[config.mk]
export PLATFORM = sky130hd
export DESIGN_NAME = rect_finder_flat
export DESIGN_NICKNAME = d
export VERILOG_FILES = /design/src/rtl/rect_finder_pkg.sv /design/src/rtl/rect_finder_if.sv /design/src/rtl/rect_col_pick.sv /design/src/rtl/rect_finder.sv /design/src/flat_wrapper.sv
export SDC_FILE = /design/constraint.sdc
export NUM_CORES = 1
export LEC_CHECK = 0
export BUFFER_PORTS_ARGS = -buffer_cell sky130_fd_sc_hd__buf_2
export CAP_MARGIN = 20
export CORE_MARGIN = 2
export CORE_UTILIZATION = 50
export CTS_CLUSTER_DIAMETER = 150
export CTS_CLUSTER_SIZE = 30
export DETAILED_ROUTE_END_ITERATION = 6
export GPL_TIMING_DRIVEN = 0
export HOLD_SLACK_MARGIN = 0.15
export PLACE_DENSITY = 0.73
export SYNTH_ARGS = -nofsm -noshare
export SYNTH_HDL_FRONTEND = slang
export SYNTH_SLANG_ARGS = --single-unit
[constraint.sdc]
create_clock -name clk -period 8.24 [get_ports clk]
set_clock_uncertainty 0.1 [all_clocks]
set_input_delay 2.06 -clock clk [delete_from_list [all_inputs] [get_ports clk]]
set_output_delay 2.06 -clock clk [all_outputs]
set_load 0.05 [all_outputs]
[src/rtl/rect_finder_pkg.sv]
// Shared definitions for the rectangle-loop datapath (finder + flip unit).
// Holds the finder FSM state type and the MSB-first matrix bit mapping
// that both blocks must agree on.
package rect_pkg;

  typedef enum logic [1:0] {
    IDLE   = 2'd0,
    SCAN   = 2'd1,
    RESULT = 2'd2
  } state_t;

  // Element (r,c) of a rows x cols matrix lives at this bit of the flat
  // vector; (0,0) is the MSB.
  function automatic int bit_index(input int r, input int c,
                                   input int rows, input int cols);
    return rows*cols - 1 - (r*cols + c);
  endfunction

endpackage

[src/rtl/rect_finder_if.sv]
// Request/result bundle between a scan requester and rect_finder.
//   master : drives start, m_in, res_ready; observes busy/result
//   slave  : the finder itself
interface rect_finder_if #(
  parameter int ROWS = 4,
  parameter int COLS = 4
);
  localparam int RW = $clog2(ROWS);
  localparam int CW = $clog2(COLS);

  logic                 start;
  logic [ROWS*COLS-1:0] m_in;
  logic                 busy;
  logic                 res_valid;
  logic                 res_ready;
  logic                 found;
  logic [RW-1:0]        r1;
  logic [RW-1:0]        r2;
  logic [CW-1:0]        c1;
  logic [CW-1:0]        c2;

  modport master (
    output start, m_in, res_ready,
    input  busy, res_valid, found, r1, r2, c1, c2
  );

  modport slave (
    input  start, m_in, res_ready,
    output busy, res_valid, found, r1, r2, c1, c2
  );
endinterface

[src/rtl/rect_col_pick.sv]
// Combinational column picker for one ANDed row pair.
//   i_vec  : COLS-bit vector, bit c = column c has a 1 in both rows
//   o_hit  : at least two columns set (a rectangle exists for this pair)
//   o_lo   : lowest set column index
//   o_hi   : second-lowest set column index
module rect_col_pick #(
  parameter  int COLS = 4,
  localparam int CW   = $clog2(COLS)
) (
  input  logic [COLS-1:0] i_vec,
  output logic            o_hit,
  output logic [CW-1:0]   o_lo,
  output logic [CW-1:0]   o_hi
);

  // Saturating count: only "0, 1, >=2" matters.
  logic [1:0] w_cnt;

  always_comb begin
    w_cnt = 2'd0;
    o_lo  = '0;
    o_hi  = '0;
    for (int c = 0; c < COLS; c++) begin
      if (i_vec[c]) begin
        if (w_cnt == 2'd0) o_lo = CW'(c);
        else if (w_cnt == 2'd1) o_hi = CW'(c);
        if (w_cnt != 2'd2) w_cnt = w_cnt + 2'd1;
      end
    end
    o_hit = (w_cnt == 2'd2);
  end

endmodule

[src/rtl/rect_finder.sv]
// Finds the first axis-aligned rectangle with four 1-corners in a captured
// ROWS x COLS binary matrix, testing one row pair per cycle.
//   clk  : rising-edge clock
//   rst  : synchronous active-high reset
//   bus  : slave side of rect_finder_if (start/m_in request, registered
//          busy/res_valid/found/r1/r2/c1/c2 result, res_ready accept)
// Pair order: r1 ascending, r2 ascending from r1+1. A hit latches the two
// lowest common columns; exhausting all pairs reports found=0 with zeroed
// coordinates.
module rect_finder
  import rect_pkg::*;
#(
  parameter  int ROWS = 4,
  parameter  int COLS = 4,
  localparam int RW   = $clog2(ROWS),
  localparam int CW   = $clog2(COLS)
) (
  input  logic          clk,
  input  logic          rst,
  rect_finder_if.slave  bus
);

  localparam logic [RW-1:0] LAST_R2 = RW'(ROWS-1);
  localparam logic [RW-1:0] LAST_R1 = RW'(ROWS-2);

  state_t               r_state, w_state_n;
  logic [ROWS*COLS-1:0] r_mat;
  logic [RW-1:0]        r_pr1, r_pr2;

  logic                 r_busy, r_valid, r_found;
  logic [RW-1:0]        r_r1, r_r2;
  logic [CW-1:0]        r_c1, r_c2;

  logic [ROWS-1:0][COLS-1:0] w_rows;
  logic [COLS-1:0]      w_and;
  logic                 w_hit;
  logic [CW-1:0]        w_lo, w_hi;
  logic                 w_last;
  logic                 w_accept;

  // Unflatten the captured matrix into rows; bit c of a row is column c.
  for (genvar r = 0; r < ROWS; r++) begin : g_row
    for (genvar c = 0; c < COLS; c++) begin : g_col
      assign w_rows[r][c] = r_mat[bit_index(r, c, ROWS, COLS)];
    end
  end

  assign w_and = w_rows[r_pr1] & w_rows[r_pr2];

  rect_col_pick #(.COLS(COLS)) u_pick (
    .i_vec (w_and),
    .o_hit (w_hit),
    .o_lo  (w_lo),
    .o_hi  (w_hi)
  );

  assign w_last   = (r_pr1 == LAST_R1) && (r_pr2 == LAST_R2);
  assign w_accept = (r_state == IDLE) && bus.start;

  // Next-state logic
  always_comb begin
    w_state_n = r_state;
    case (r_state)
      IDLE:    if (bus.start) w_state_n = SCAN;
      SCAN:    if (w_hit || w_last) w_state_n = RESULT;
      RESULT:  if (bus.res_ready) w_state_n = IDLE;
      default: w_state_n = IDLE;
    endcase
  end

  // State register; busy/valid are registered from the next state so they
  // line up with the state they describe.
  always_ff @(posedge clk) begin
    if (rst) begin
      r_state <= IDLE;
      r_busy  <= 1'b0;
      r_valid <= 1'b0;
    end else begin
      r_state <= w_state_n;
      r_busy  <= (w_state_n != IDLE);
      r_valid <= (w_state_n == RESULT);
    end
  end

  // Matrix capture, pair counters and result registers
  always_ff @(posedge clk) begin
    if (rst) begin
      r_mat   <= '0;
      r_pr1   <= '0;
      r_pr2   <= '0;
      r_found <= 1'b0;
      r_r1    <= '0;
      r_r2    <= '0;
      r_c1    <= '0;
      r_c2    <= '0;
    end else if (w_accept) begin
      r_mat <= bus.m_in;
      r_pr1 <= '0;
      r_pr2 <= RW'(1);
    end else if (r_state == SCAN) begin
      if (w_hit) begin
        r_found <= 1'b1;
        r_r1    <= r_pr1;
        r_r2    <= r_pr2;
        r_c1    <= w_lo;
        r_c2    <= w_hi;
      end else if (w_last) begin
        r_found <= 1'b0;
        r_r1    <= '0;
        r_r2    <= '0;
        r_c1    <= '0;
        r_c2    <= '0;
      end else if (r_pr2 == LAST_R2) begin
        // Wrap: next r1, r2 restarts just above it. Never reached with the
        // terminal pair, so r1+2 stays in range.
        r_pr1 <= r_pr1 + RW'(1);
        r_pr2 <= r_pr1 + RW'(2);
      end else begin
        r_pr2 <= r_pr2 + RW'(1);
      end
    end
  end

  assign bus.busy      = r_busy;
  assign bus.res_valid = r_valid;
  assign bus.found     = r_found;
  assign bus.r1        = r_r1;
  assign bus.r2        = r_r2;
  assign bus.c1        = r_c1;
  assign bus.c2        = r_c2;

endmodule

[src/flat_wrapper.sv]
// flat-port wrapper written by rule: the top's interface ports become plain ports
module rect_finder_flat import rect_pkg::*;
#(
  parameter  int ROWS = 4,
  parameter  int COLS = 4,
  localparam int RW   = $clog2(ROWS),
  localparam int CW   = $clog2(COLS)
)
  (clk, rst, bus_start, bus_m_in, bus_res_ready, bus_busy, bus_res_valid, bus_found, bus_r1, bus_r2, bus_c1, bus_c2);
  rect_finder_if #(.ROWS(ROWS), .COLS(COLS)) bus_i ();
  input  logic clk;
  input  logic rst;
  input wire logic [$bits(bus_i.start)-1:0] bus_start;
  input wire logic [$bits(bus_i.m_in)-1:0] bus_m_in;
  input wire logic [$bits(bus_i.res_ready)-1:0] bus_res_ready;
  output wire logic [$bits(bus_i.busy)-1:0] bus_busy;
  output wire logic [$bits(bus_i.res_valid)-1:0] bus_res_valid;
  output wire logic [$bits(bus_i.found)-1:0] bus_found;
  output wire logic [$bits(bus_i.r1)-1:0] bus_r1;
  output wire logic [$bits(bus_i.r2)-1:0] bus_r2;
  output wire logic [$bits(bus_i.c1)-1:0] bus_c1;
  output wire logic [$bits(bus_i.c2)-1:0] bus_c2;
  assign bus_i.start = bus_start;
  assign bus_i.m_in = bus_m_in;
  assign bus_i.res_ready = bus_res_ready;
  assign bus_busy = bus_i.busy;
  assign bus_res_valid = bus_i.res_valid;
  assign bus_found = bus_i.found;
  assign bus_r1 = bus_i.r1;
  assign bus_r2 = bus_i.r2;
  assign bus_c1 = bus_i.c1;
  assign bus_c2 = bus_i.c2;
  rect_finder #(.ROWS(ROWS), .COLS(COLS)) u_core (.clk(clk), .rst(rst), .bus(bus_i));
endmodule
==> flow_summary_export.csv <==
group,metric,value,unit
placed_design,dpl.hpwl,2610,um
yosys,syn_inst,203,
yosys,synthSimpleGateAreaFrac,19.6,%
timing,period_minus_slack,3600,ps
run,cap_violations,0,
yosys,synthAdderAreaFrac,6.50,%
timing,worst_slew_pin_slew,577,ps
pwr,power_density,171,mW/mm2
grt,grt-ovfl-total,0,
yosys,avgSynthCellArea,8.54,um2
clock_tree,cts_resized,0,
setup_path,path_class,"flop to flop",
grt,grt_use_total,19.1,%
placed_design,place_ws,4700,ps
yosys,synth_top_family_by_area,"compound AO/OA/AOI/OAI gates",
clock_tree,insertion_delay,330,ps
route,first_iter_violations,62,
setup_path,cp_max_fo,10,
floorplanning,start_util,51.9,%
floorplanning,die_area,0.00395,mm2
yosys,synthArstFlopShare,0,%
floorplanning,die_w,62.9,um
placed_design,portBuffers,29,
layout,layout.nets,268,
pwr,p_leak,0.849,nW
grt,grt_pass1_vias,1416,
clock_tree,cts.clk_slew.worst_paths,100,ps
timing,setup_ws,4640,ps
route,routed-via-count,1530,
pwr,ir_worst_vdd,100,uV
timing,max_freq,278,MHz
yosys,synthMuxAreaShare,5.13,%
route,wl_per_cell,12.2,um
timing,fin_setup_tns,0,ps
timing,maxSlewViolCount,0,
clock_tree,tritoncts,"built",
timing,rsz0062_at_grt,"false",
status,status,"finished, final reports clean",
setup_path,required,8410,ps
yosys,yosysSeqAreaShare,38.1,%
worst_hold_path,hold_path.class,"flop to flop",
yosys,synth_seq_cells,33,
yosys,synth_flop_cell,"dfxtp_1",
timing,period_share,43.7,%
yosys,synth_top_area_cell,"dfxtp_1",
setup_path,worstSetupStartpointType,"flop",
yosys,ys_warn_count,0,
route,drtAntennaViolNets,0,
clock_tree,cts_hold_buf,0,
pwr,p_total,345,uW
yosys,syn-cell-area,0.00173,mm2
yosys,synthXorXnorAreaFrac,0,%
layout,syn_to_final_growth,16.6,%
floorplanning,die_h,62.9,um
layout,drive_gt1_share,20.8,%
timing,finalSetupViolations,0,
floorplanning,core-area,0.00334,mm2
yosys,ys_top_cells_by_area,"dfxtp_1 (38%), nand2_1 (8.4%), a21oi_1 (8.1%)",
placed_design,place.gp.congestion,0.784,
floorplanning,pin_count,31,
layout,final_common_cell,"nand2_1",
clock_tree,clockBufferDepth,2,
clock_tree,clock-root-buffer,"clkbuf_4",
timing,slew_headroom,61.3,%
clock_tree,h-tree-depth,2,
yosys,synth_top_area_share,38.1,%
clock_tree,post_cts_buffers,0,
route,drt_wl_total,3490,um
yosys,synth_compound_area_share,25.3,%
setup_path,endpoint_kind,"flop",
floorplanning,num_rows,21,
clock_tree,clkSinkCount,33,
yosys,synth_nets,232,
yosys,synth-edff-count,0,
timing,finalHoldViolations,0,
route,drtPass1Iterations,4,
route,vias_per_cell,5.35,
layout,final_cell_mix,"nand2_1 (39), dfxtp_1 (33), buf_2 (31)",
grt,grt_max_degree,11,
setup_path,cp.arrival,3770,ps
layout,antennaDiodeCount,0,
yosys,ys_types,43,
grt,grt_pass1_wl,6130,um
clock_tree,cts-buffers-inserted,5,
route,drc,0,
grt,antenna_found_initial,0,
## stage by stage
stage                     util, %  hold slack, ps  instances  cell area (um2)
after floorplan                 -             336        203             1730
after global placement       58.0             349        278             1940
after detailed placement     58.0             351        278             1940
after CTS                    60.6             366        286             2020
after global routing         60.6             382        286             2020
final                        60.6             365        286             2020
## sequential cells by signal, summed over array words and instances (netlist names), 2 cells and up
name and flops:
u_core.bus.c2 2, u_core.r_mat 16, u_core.r_pr1 2, u_core.r_pr2 2
u_core.r_state 2, u_core.bus.c1 2, u_core.bus.r1 2, u_core.bus.r2 2
## where the power goes
group / internal [mW] / switching, mW
clock: 0.0724 / 0.0533
sequential: 0.166 / 0.00525
combinational: 0.0188 / 0.0289
total: 0.258 / 0.0875
## kinds of logic after synthesis
kind of cell | after synthesis
and+or+nand+nor | 73
adders and majority gates | 9
DFF | 33
AOI/OAI and AO/OA | 60
muxes | 8
buffers and inverters | 20
## critical path: stages, from the launching register on
cell and delay, ps:
dfxtp_1 550, nand2b_1 140, and2_1 190, o221ai_1 380, ha_1 320, inv_1 90
nor2_1 50, a21o_1 190, ha_1 280, nor2_1 70, nor4_2 420, a31oi_4 100
o21ai_2 430, a32o_1 220
## layer usage
metal  GRT usage, %  share of wire (%)  vias to the layer above
met3           3.96                3.4                        5
met2           30.2                 43                       25
met5              0                  0                        -
met4           8.33                1.1                        0
li1               -                  -                      796
met1           25.1                 52                      704
## layout make-up
| type | instances | area, um2 |
|---|---|---|
| fillers | 327 | 1320 |
| multi-input cells | 150 | 980 |
| flip-flops and latches | 33 | 661 |
| repair buffers | 29 | 145 |
| well taps | 46 | 57.6 |
| clock buffers | 7 | 55.1 |
| plain buffers | 10 | 55.1 |
| inverters | 10 | 37.5 |
| clock inverters | 1 | 30.0 |
## synthesized netlist by cell type, types with 3 or more instances
library cell and instances:
nor3_1 3, inv_1 9, nor2_1 13, nand2_1 39, nand2b_1 3, mux2_1 3
nor2b_1 4, and2_1 3, a32o_1 7, a211oi_1 4, dfxtp_1 33, mux2i_1 4
a21oi_1 28, clkbuf_1 6, ha_1 9
## worst paths after layout
path / startpoint / end / slack (ps) / cells after the start
worst max-delay path: u_core.r_pr1[1] / u_core.bus.r2[1] / 4640 / 13
worst min-delay path: u_core.r_mat[1] / u_core.r_mat[1] / 360 / 2
worst max register to register: u_core.r_pr1[1] / u_core.bus.r2[1] / 4640 / 13
worst min register to register: u_core.r_mat[1] / u_core.r_mat[1] / 360 / 2
Power figures use the tool's default switching activity.
